## config.mk

```make
export PLATFORM = sky130hd
export DESIGN_NAME = sw_score_engine
export DESIGN_NICKNAME = d
export VERILOG_FILES = /design/src/rtl/sw_pkg.sv /design/src/rtl/sw_cell.sv /design/src/rtl/sw_score_engine.sv
export SDC_FILE = /design/constraint.sdc
export NUM_CORES = 1
export LEC_CHECK = 0
export ABC_AREA = 0
export BUFFER_PORTS_ARGS = -buffer_cell sky130_fd_sc_hd__buf_2
export CAP_MARGIN = 20
export CORE_AREA = 3 3 97 117
export DETAILED_ROUTE_END_ITERATION = 6
export DIE_AREA = 0 0 100 120
export HOLD_SLACK_MARGIN = 0.02
export MAX_ROUTING_LAYER = met4
export PLACE_DENSITY_LB_ADDON = 0.05
export SETUP_SLACK_MARGIN = 0.05
export SYNTH_ARGS = -nofsm -noshare
export SYNTH_HDL_FRONTEND = slang
export SYNTH_SLANG_ARGS = --single-unit
```

## constraint.sdc

```tcl
create_clock -name clk -period 7.09 [get_ports clk]
set_input_delay 0.3545 -clock clk [delete_from_list [all_inputs] [get_ports clk]]
set_output_delay 0.3545 -clock clk [all_outputs]
set_load 0.01 [all_outputs]
```

## src/rtl/sw_pkg.sv

```systemverilog
// sw_pkg: shared types, base encodings and score clamp for the Smith-Waterman engine.
package sw_pkg;
   typedef logic [1:0] base_t;
   localparam base_t BASE_A = 2'b00;
   localparam base_t BASE_C = 2'b01;
   localparam base_t BASE_G = 2'b10;
   localparam base_t BASE_T = 2'b11;
   typedef enum logic [1:0] {IDLE, FILL, DONE} state_t;
   function automatic int sat_clamp(input int v, input int hi);
      return v < 0 ? 0 : (v > hi ? hi : v);
   endfunction
endpackage

```

## src/rtl/sw_cell.sv

```systemverilog
// sw_cell: one Smith-Waterman DP cell, signed candidates clamped to [0, 2^SCORE_W-1].
module sw_cell import sw_pkg::*; #(
   parameter int SCORE_W  = 6,
   parameter int MATCH    = 2,
   parameter int MISMATCH = 1,
   parameter int GAP      = 1
) (
   input  logic [SCORE_W-1:0] diag_i,
   input  logic [SCORE_W-1:0] up_i,
   input  logic [SCORE_W-1:0] left_i,
   input  base_t              a_i,
   input  base_t              b_i,
   output logic [SCORE_W-1:0] h_o
);
   localparam int CW = SCORE_W + 2;
   logic signed [CW-1:0] c_diag, c_up, c_left, best;
   always_comb begin
      c_diag = $signed({2'b00, diag_i}) + ((a_i == b_i) ? CW'(MATCH) : -CW'(MISMATCH));
      c_up   = $signed({2'b00, up_i}) - CW'(GAP);
      c_left = $signed({2'b00, left_i}) - CW'(GAP);
      best   = c_diag > c_up ? c_diag : c_up;
      best   = best > c_left ? best : c_left;
      h_o    = SCORE_W'(sat_clamp(int'(best), (1 << SCORE_W) - 1));
   end
endmodule

```

## src/rtl/sw_score_engine.sv

```systemverilog
// sw_score_engine: sequential Smith-Waterman local-alignment scorer, one DP cell per clock.
// Define SW_ENDPOS_EN to add the end_i/end_j ports reporting where the maximum lies.
module sw_score_engine import sw_pkg::*; #(
   parameter int N        = 8,
   parameter int M        = 7,
   parameter int SCORE_W  = 6,
   parameter int MATCH    = 2,
   parameter int MISMATCH = 1,
   parameter int GAP      = 1
) (
   input  logic                   clk,
   input  logic                   rst,
   input  logic                   start,
   input  logic [2*N-1:0]         seq_a,
   input  logic [2*M-1:0]         seq_b,
   output logic                   ready,
   output logic                   busy,
   output logic                   done,
   output logic [SCORE_W-1:0]     score
`ifdef SW_ENDPOS_EN
   ,
   output logic [$clog2(N+1)-1:0] end_i,
   output logic [$clog2(M+1)-1:0] end_j
`endif
);
   localparam int IW = $clog2(N + 1);
   localparam int JW = $clog2(M + 1);
   state_t             state_q;
   logic [IW-1:0]      i_q;
   logic [JW-1:0]      j_q;
   logic [2*N-1:0]     a_q;
   logic [2*M-1:0]     b_q;
   logic [SCORE_W-1:0] row_q [M];
   logic [SCORE_W-1:0] diag_q, left_q, max_q, h;
   logic               first, last_col, last;
`ifdef SW_ENDPOS_EN
   logic [IW-1:0]      end_i_q;
   logic [JW-1:0]      end_j_q;
   assign end_i = end_i_q;
   assign end_j = end_j_q;
`endif
   assign first    = j_q == JW'(1);
   assign last_col = j_q == JW'(M);
   assign last     = last_col && i_q == IW'(N);
   assign ready    = state_q == IDLE;
   assign busy     = state_q == FILL;
   assign done     = state_q == DONE;
   assign score    = max_q;
   // The row buffer rotates once per row, so its head is always H(i-1,j) and
   // the current bases are the low bits of the rotating sequence registers.
   sw_cell #(.SCORE_W(SCORE_W), .MATCH(MATCH), .MISMATCH(MISMATCH), .GAP(GAP)) u_cell (
      .diag_i(first ? '0 : diag_q),
      .up_i  (row_q[0]),
      .left_i(first ? '0 : left_q),
      .a_i   (a_q[1:0]),
      .b_i   (b_q[1:0]),
      .h_o   (h)
   );
   always_ff @(posedge clk or posedge rst) begin
      if (rst) begin
         state_q <= IDLE;
         i_q     <= '0;
         j_q     <= '0;
         a_q     <= '0;
         b_q     <= '0;
         diag_q  <= '0;
         left_q  <= '0;
         max_q   <= '0;
         for (int k = 0; k < M; k++) row_q[k] <= '0;
`ifdef SW_ENDPOS_EN
         end_i_q <= '0;
         end_j_q <= '0;
`endif
      end else begin
         case (state_q)
            IDLE: if (start) begin
               state_q <= FILL;
               i_q     <= IW'(1);
               j_q     <= JW'(1);
               a_q     <= seq_a;
               b_q     <= seq_b;
               max_q   <= '0;
               for (int k = 0; k < M; k++) row_q[k] <= '0;
`ifdef SW_ENDPOS_EN
               end_i_q <= '0;
               end_j_q <= '0;
`endif
            end
            FILL: begin
               for (int k = 0; k < M - 1; k++) row_q[k] <= row_q[k+1];
               row_q[M-1] <= h;
               diag_q     <= row_q[0];
               left_q     <= h;
               b_q        <= {b_q[1:0], b_q[2*M-1:2]};
               j_q        <= last_col ? JW'(1) : j_q + JW'(1);
               if (h > max_q) begin
                  max_q   <= h;
`ifdef SW_ENDPOS_EN
                  end_i_q <= i_q;
                  end_j_q <= j_q;
`endif
               end
               if (last_col) begin
                  i_q <= i_q + IW'(1);
                  a_q <= a_q >> 2;
               end
               if (last) state_q <= DONE;
            end
            default: state_q <= IDLE;
         endcase
      end
   end
endmodule

```

After elaboration in Yosys (flattened, before gate mapping). Cells that the tools add are included.

Add/sub/neg operators: 5. $lt $le $gt $ge: 5. Eq/ne operators: 10. Multiplexer cells: 26. Reduce and logical (&&, ||, !) cells: 7.

Operators by type and width (number): $pmux 42 s2 (1); $mux 42 (1); $mux 6 (6); $mux 16 (2); $pmux 16 s2 (1); $pmux 14 s2 (1); $mux 8 (3); $gt 8x8->1 (2); $mux 14 (1); $sub 6x1->7 const B (2); $pmux 6 s2 (1); $add 7x8->8 (1); $gt 8x7->1 const B (1); $lt 8x1->1 const B (1); $mux 4 (2); $pmux 4 s2 (1); $gt 6x6->1 (1); $mux 3 (2); $ne 2x1->1 const B (3); $pmux 3 s2 (1); $reduce_and 3->1 (2); $add 4x1->4 const B (1); $eq 4x4->1 const B (1); $mux 2 (2); other kinds (12) (13).

Bits in registers: 99. Output and inout bits: 9. Word-level logic and storage cells: 68.

Logic depth before layout (Yosys ltp). Gate-level depths: netlist (run 1).

Word-level depth: 13. Depth in mapped cells: 38. Depth with buffers taken out: 35.

By module. From an unflattened synthesis (run 1), not the netlist that was laid out.

Cell total of the unflattened synthesis: 548. Area total of the unflattened synthesis: 5524.0 um^2.

Modules (own cells, without submodules): sw_score_engine (times used 1, cells an instance 385, area an instance 4275.4 um^2); sw_cell (times used 1, cells an instance 163, area an instance 1248.7 um^2).

Worst setup path before layout (run 1). OpenSTA, ideal clock, no wires.

Path kind: register to register. Start: reg j_q[0]. End: reg max_q[1], in the netlist score[1]. Data arrival time: 7116 ps. Setup slack: -111 ps. Cell stages (with the launch flop): 35. Path buffers: 3. Period minus slack after synthesis: 7201 ps. Cell sequence: dfrtp_1 ha_1 nand2b_1 clkbuf_1 and2_1 ha_1 nor2b_1 o311a_1 or4_1 nand3_1 ha_1 nand4_2 a211oi_2 o31ai_1 a21oi_1 buf_2 mux2i_1 ha_1 a21o_1 a211oi_1 nand2_1 a22oi_1 a41o_1 buf_6 mux2_4 inv_1 ha_1 nor2b_1 o21a_1 o21a_1 o21a_1 o21a_1 o221ai_1 nand2b_1 o22ai_1.

Longest elaborated chain between the ends: 13. Elaborated cells between the ends (all ways): 18.

Ends and longest elaborated chain: start: declaration (line sw_score_engine.sv:30) `logic [JW-1:0] j_q;`; start signal: assignment (line sw_score_engine.sv:95) `j_q <= last_col ? JW'(1) : j_q + JW'(1);`; $eq 3x1->1 (*) (line sw_score_engine.sv:42) `assign first = j_q == JW'(1);`; $mux 6 (line sw_score_engine.sv:52) `.diag_i(first ? '0 : diag_q),`; $add 7x8->8 (line sw_cell.sv:18) `c_diag = $signed({2'b00, diag_i}) + ((a_i == b_i) ? CW'(MATCH) : -CW'(MISMATCH));`; $gt 8x8->1 (line sw_cell.sv:21) `best = c_diag > c_up ? c_diag : c_up;`; $mux 8 (line sw_cell.sv:21); $gt 8x8->1 (line sw_cell.sv:22) `best = best > c_left ? best : c_left;`; $mux 8 (*) (line sw_cell.sv:22); $gt 8x7->1 (line sw_pkg.sv:10) `return v < 0 ? 0 : (v > hi ? hi : v);`; $mux 6 (line sw_pkg.sv:10); $mux 6 (*) (line sw_pkg.sv:10); named net h[1] (line sw_score_engine.sv:34) `logic [SCORE_W-1:0] diag_q, left_q, max_q, h;`; $gt 6x6->1 (line sw_score_engine.sv:96) `if (h > max_q) begin`; $ne 2x1->1 (no source line); $reduce_and 3->1 (no source line); end signal: assignment (line sw_score_engine.sv:97) `max_q <= h;`; end: declaration (line sw_score_engine.sv:34).

Mark *: on every way through the listed nets, which the timed path passes. The rest lies on a longest branch. The select of a mux whose other input is x is not followed. A chain may end at the register's enable or synchronous reset.

Final worst setup path (run 1).
Start: reg a_q[1]. End: reg max_q[5], in the netlist score[5].

Longest elaborated chain between the ends: 13. Elaborated cells between the ends (all ways): 16.

Ends and longest elaborated chain: start: declaration (line sw_score_engine.sv:31) `logic [2*N-1:0] a_q;`; start signal: assignment (line sw_score_engine.sv:80) `a_q <= seq_a;`; start signal: assignment (line sw_score_engine.sv:105) `a_q <= a_q >> 2;`; $eq 2x2->1 (*) (line sw_cell.sv:18); $mux 8 (*) (line sw_cell.sv:18); $add 7x8->8 (*) (line sw_cell.sv:18); $gt 8x8->1 (line sw_cell.sv:21); $mux 8 (*) (line sw_cell.sv:21); $gt 8x8->1 (line sw_cell.sv:22); $mux 8 (*) (line sw_cell.sv:22); $gt 8x7->1 (line sw_pkg.sv:10); $mux 6 (line sw_pkg.sv:10); $mux 6 (*) (line sw_pkg.sv:10); named net h[1] (line sw_score_engine.sv:34); $gt 6x6->1 (*) (line sw_score_engine.sv:96); $ne 2x1->1 (no source line) (*); $reduce_and 3->1 (no source line) (*).

Marks and branches as above.

==> flow_metrics.tcl, run 1 <==
set metrics [dict create \
    status "finished clean" \
    synth_top_area_share_pct 44.2 \
    placed_cell_area_um2 5990 \
    hpwl_mm 8.54 \
    crit_buf_inv 5 \
    tritoncts "yes" \
    synth_fp_nets 706 \
    required_ns 7.37 \
    ys_seq_area_share_pct 44.2 \
    coreArea_um2 10400 \
    synth_cell_type_count 63 \
    synth-edff-count 0 \
    die_area_um2 12000 \
    vias 4788 \
    startpoint_type "flop" \
    max_cap_violations 0 \
    fmax_mhz 142 \
    crit_cells 35 \
    initial_utilization_pct 53.8 \
    nNetsFinal 767 \
    slew-limit-headroom_pct 36.0 \
    grt_pass1_vias 4440 \
    ys_ff_latch 99 \
    final_cells 833 \
    critPathTopFamily "compound AO/OA/AOI/OAI gates" \
    io_buffers 41 \
    reg2regPathDepth 35 \
    placed_cells 794 \
    firstDrtPassIters 5 \
    holdCritPathClass "in -> reg" \
    drtIter0Drc 247 \
    period_needed_ns 7.03 \
    rsz0062_at_grt "true" \
    syn_inst 638 \
    grt_overflow 0 \
    layout-drive-gt1-share_pct 23.3 \
    gp_congestion 0.928 \
    synth_ff_type "dfrtp_1" \
    fin_util_pct 66.7 \
    clockRootBuffer "clkbuf_16" \
    grt_use_total_pct 22.6 \
    finalSetupViolCount 0 \
    n_antenna_cell 0 \
    hold_viol 0 \
    clk_latency_ns 0.34 \
    row_count 41 \
    antenna_found_initial 0 \
    areaGrowthSynthToFinish_pct 23.9 \
    synth_warnings 0 \
    drcViolationCount 0 \
    crit_arrival_ns 7.31 \
    ys_top_cells_by_count "nand2_1 (156), dfrtp_1 (99), o21ai_0 (70)" \
    synth_area_leaders "dfrtp_1 (44%), nand2_1 (10%), ha_1 (7.8%), o21ai_0 (6.3%), mux2i_1 (3.8%)" \
    ant_nets 0 \
    wl_per_cell_um 16.3 \
    cts.sinks 99 \
    worst_hold_slack_ns 0.236 \
    wl_mm 13.6 \
    cp_slowest_cell "or4_4" \
    syn-cell-area_um2 5600 \
    fillers 830 \
    async_flop_share_pct 100 \
    clock_path_buffers 2 \
    endpoint_kind "flop" \
    synth_top_area_cell "dfrtp_1" \
    path_clk_slew_ns 0.07 \
    chipHeight_um 120 \
    synth_area_per_cell_um2 8.78 \
    whs_path_depth 2 \
    crit_path_max_incr_delay_ns 0.50 \
    tightest_slew_ns 0.960 \
    critPathMaxFanout 5 \
    cts_inserted_buffers 9 \
    viasPerCell 5.75 \
    grt_start_max_net_pins 99 \
    criticalPathCategory "reg -> reg" \
    synth_most_common_cell "nand2_1" \
    grt_first_pass_wirelength_mm 21.2 \
    htreeDepth 3 \
    period_share_pct 99.2 \
    report.final.slew_viol_count 0 \
    ios 42 \
    die_w_um 100 \
    crit_top_cell "ha_4" \
    fin_skew_ns 0.00738 \
    fin_area_um2 6940 \
]
layer usage:
| layer | GRT usage, % | share of wire (%) |
|---|---|---|
| met1 | 29.8 | 44 |
| met4 | 8.68 | 2.5 |
| met3 | 3.49 | 3.5 |
| met2 | 35.4 | 50 |
| met5 | - | 0 |
sequential cells by signal, summed over array words and instances, names as in the netlist:
signal	flops
i_q	4
diag_q	6
row_q	42
b_q	14
score	6
j_q	3
left_q	6
state_q	2
a_q	16
path summary, 6_finish.rpt:
check	end	slack (ns)	startpoint
min	a_q[15]$_DFFE_PP0P_	0.24	seq_a[15]
max	score[5]$_DFFE_PP0P_	0.06	a_q[1]$_DFFE_PP0P_
max reg2reg	score[5]$_DFFE_PP0P_	0.06	a_q[1]$_DFFE_PP0P_
min reg2reg	diag_q[5]$_DFFE_PP0P_	0.48	diag_q[5]$_DFFE_PP0P_
max in group asynchronous	row_q[7]$_DFFE_PP0P_	5.34	rst
min in group asynchronous	a_q[14]$_DFFE_PP0P_	0.53	rst
kinds of logic after synthesis:
kind of cell / Yosys count / synth area share (%)
DFF: 99 / 44.2
buffers and inverters: 64 / 4.44
adders and majority gates: 36 / 7.99
and+or+nand+nor: 243 / 18.9
AOI/OAI and AO/OA: 157 / 17.6
muxes: 26 / 4.87
xor gates and xnor gates: 13 / 2.03
area by class of cell:
class | count | area [µm²] | share of cell area [%]
clock inverter | 7 | 123 | 1.77
timing repair buffer | 82 | 528 | 7.61
clock buffer | 9 | 225 | 3.24
inverter | 32 | 126 | 1.82
multi-input combinational | 475 | 3300 | 47.5
sequential | 99 | 2480 | 35.7
tap | 129 | 161 | 2.33
metrics by stage:
stage	worst slack, ns	setup TNS [ns]
2_1_floorplan	0.0661	0
3_3_place_gp	0.120	0
3_5_place_dp	-0.0985	-0.323
4_1_cts	0.0556	0
6_report	0.0591	0
5_1_grt	-0.171	-0.838
placed cells by master, fill, tap and decap left out, types with 3 or more instances in the layout:
cell type	n
nand2_1	155
dfrtp_1	99
o21ai_0	67
buf_2	42
buf_4	35
nor2_1	30
inv_1	25
ha_1	19
a31oi_1	18
mux2i_1	16
ha_4	14
a21oi_1	12
clkbuf_16	9
o21a_1	7
nand3_1	7
a21o_1	6
o31ai_1	6
inv_2	5
a22o_1	5
nand4_1	5
nand2b_1	5
mux2i_4	5
xor2_1	5
nor3_1	4
o22ai_1	4
and3_1	4
xnor2_2	4
o21ai_1	4
nor2b_1	4
xnor2_1	4
and2_1	4
buf_6	4
and2_4	3
o211ai_1	3
mux2_4	3
bufinv_16	3
timing repair:
action,CTS,global route
setup buffers,7,14
hold buffers,1,0
gates resized for setup,12,62
cloned,1,0
endpoints found under the hold margin,26,0
endpoints found under the setup margin,6,6
pin swaps,9,34
Power of run 1 is left out: the tool's default activity adds up to more than one toggle a clock period on the data nets, which glitch-free logic cannot reach.
==> run 2, diff against run 1 <==
--- a/config.mk
+++ b/config.mk
@@ -12,7 +12,6 @@
 export DETAILED_ROUTE_END_ITERATION = 6
 export DIE_AREA = 0 0 100 120
 export HOLD_SLACK_MARGIN = 0.02
-export MAX_ROUTING_LAYER = met4
 export PLACE_DENSITY_LB_ADDON = 0.05
 export SETUP_SLACK_MARGIN = 0.05
 export SYNTH_ARGS = -nofsm -noshare
==> run 2 against run 1 <==
Via count down 0.36%; clock skew about the same; wire length shrank 0.21%; non-clock buffer count increased by 1; die area did not move; register-to-register slack improved by 0.03 ns; flip-flop and latch count stayed put; worst hold slack worse by 0.0035 ns; global-route usage shrank 0.43 points; critical path depth down 3; maximum frequency grew 0.45%; clock-buffer cell count is 1 higher.
==> flow_metrics.tcl, run 2 (synthesis gave the netlist of run 1 again) <==
set metrics [dict create \
    path_clk_slew_ns 0.08 \
    critPathMaxFanout 7 \
    layout-drive-gt1-share_pct 23.3 \
    wl_mm 13.5 \
    endpoint_kind "flop" \
    die_w_um 100 \
    clk_latency_ns 0.35 \
    largest_reg_flops 42 \
    final_cells 834 \
    criticalPathCategory "reg -> reg" \
    coreArea_um2 10400 \
    grt_first_pass_wirelength_mm 21.6 \
    report.final.slew_viol_count 0 \
    fillers 863 \
    ff_latch_area_um2 2480 \
    viasPerCell 5.72 \
    finalSetupViolCount 0 \
    top_regs "row_q x42, a_q x16, b_q x14" \
    hold_viol 0 \
    gp_congestion 0.913 \
    grt_start_max_net_pins 99 \
    placed_cells 794 \
    clockRootBuffer "clkbuf_16" \
    drtIter0Drc 206 \
    vias 4771 \
    antenna_found_initial 0 \
    status "finished clean" \
    rsz0062_at_grt "true" \
    fin_skew_ns 0.00786 \
    areaGrowthSynthToFinish_pct 23.4 \
    max_cap_violations 0 \
    slew-limit-headroom_pct 35.9 \
    required_ns 7.37 \
    layout_commonest_cell "nand2_1" \
    ant_nets 0 \
    multi_input_area_um2 3300 \
    startpoint_type "flop" \
    crit_path_max_incr_delay_ns 0.51 \
    chipHeight_um 120 \
    nNetsFinal 768 \
    period_share_pct 98.7 \
    firstDrtPassIters 4 \
    wl_per_cell_um 16.2 \
    grt_pass1_vias 4530 \
    top_register "row_q" \
    cts.sinks 99 \
    n_antenna_cell 0 \
    r2r-start "b_q[1]$_DFFE_PP0P_" \
    hpwl_mm 8.57 \
    io_buffers 41 \
    period_needed_ns 7.00 \
    clock_path_buffers 2 \
    crit_top_cell "o21a_1" \
    grt_use_total_pct 22.2 \
    initial_utilization_pct 53.8 \
    tightest_slew_ns 0.962 \
    crit_arrival_ns 7.28 \
    grt_overflow 0 \
    die_area_um2 12000 \
    critPathTopFamily "compound AO/OA/AOI/OAI gates" \
    cts_inserted_buffers 9 \
    crit_buf_inv 4 \
    holdCritPathClass "in -> reg" \
    row_count 41 \
    fmax_mhz 143 \
    layout_common_cells "nand2_1 (153), dfrtp_1 (99), o21ai_0 (68)" \
    ios 42 \
    cp_slowest_cell "or4_4" \
    tritoncts "yes" \
    htreeDepth 3 \
    hold_start "seq_a[15]" \
    drcViolationCount 0 \
    critPathLaunch "b_q[1]$_DFFE_PP0P_" \
]
run 2: cell count changes in the layout (fill, tap and decap cells not counted), moves of 2 or more:
cell / change
bufinv_16: -3
buf_6: +2
clkinv_4: +2
ha_1: +2
inv_2: -2
nand2_1: -2
nand2_2: +2
o21ai_1: -2
run 2: worst paths after layout:
path / endpoint / slack [ns] / cells past startpoint
min in group asynchronous: a_q[14]$_DFFE_PP0P_ / 0.53 / 3
hold reg to reg: diag_q[5]$_DFFE_PP0P_ / 0.48 / 2
setup reg to reg: score[2]$_DFFE_PP0P_ / 0.09 / 32
max in group asynchronous: row_q[15]$_DFFE_PP0P_ / 5.34 / 4
hold / removal: a_q[15]$_DFFE_PP0P_ / 0.23 / 2
setup / recovery: score[2]$_DFFE_PP0P_ / 0.09 / 32
run 2: timing repair:
item	CTS	global route
gates resized for setup	12	68
hold endpoints to repair	26	0
hold buffers	1	0
setup endpoints to repair	6	6
buffers inserted	10	13
pin swaps	9	30
run 2: per-stage QoR:
stage	TNS, ns	hold slack, ns	setup slack (ns)	util (%)	area [µm²]
2_1_floorplan	0	0.438	0.0661	-	5610
3_3_place_gp	0	0.349	0.118	57.5	5990
3_5_place_dp	-0.349	0.351	-0.0970	57.5	5990
4_1_cts	0	0.219	0.0653	61.9	6440
5_1_grt	-0.962	0.241	-0.197	66.4	6910
6_report	0	0.232	0.0904	66.4	6910
run 2: cell type report:
cell class	count	share of cell area (%)
timing repair buffer	83	7.89
multi-input combinational	475	47.8
inverter	32	1.86
clock inverter	6	0.814
clock buffer	10	3.46
sequential	99	35.8
tap	129	2.33
run 2: worst reg2reg max path: cells and delay by family (launching register included):
kind                     cells  cell delay, ns
AND/OR/NAND/NOR              7            1.29
multiplexers                 2            0.56
AO/OA/AOI/OAI               14            2.85
adder cells (fa/ha/maj)      4            0.91
buffers and inverters        4            0.73
XOR/XNOR                     1            0.18
flip-flops                   1            0.42
run 2: layer usage:
| metal | GRT usage, % | up-vias | routed length (µm) |
|---|---|---|---|
| met1 | 30.3 | 2313 | 5980 |
| met2 | 36.3 | 95 | 6790 |
| li1 | - | 2335 | - |
| met3 | 3.31 | 28 | 424 |
| met5 | 0 | - | 0 |
| met4 | 7.16 | 0 | 348 |
Power of run 2 is left out for the same reason.
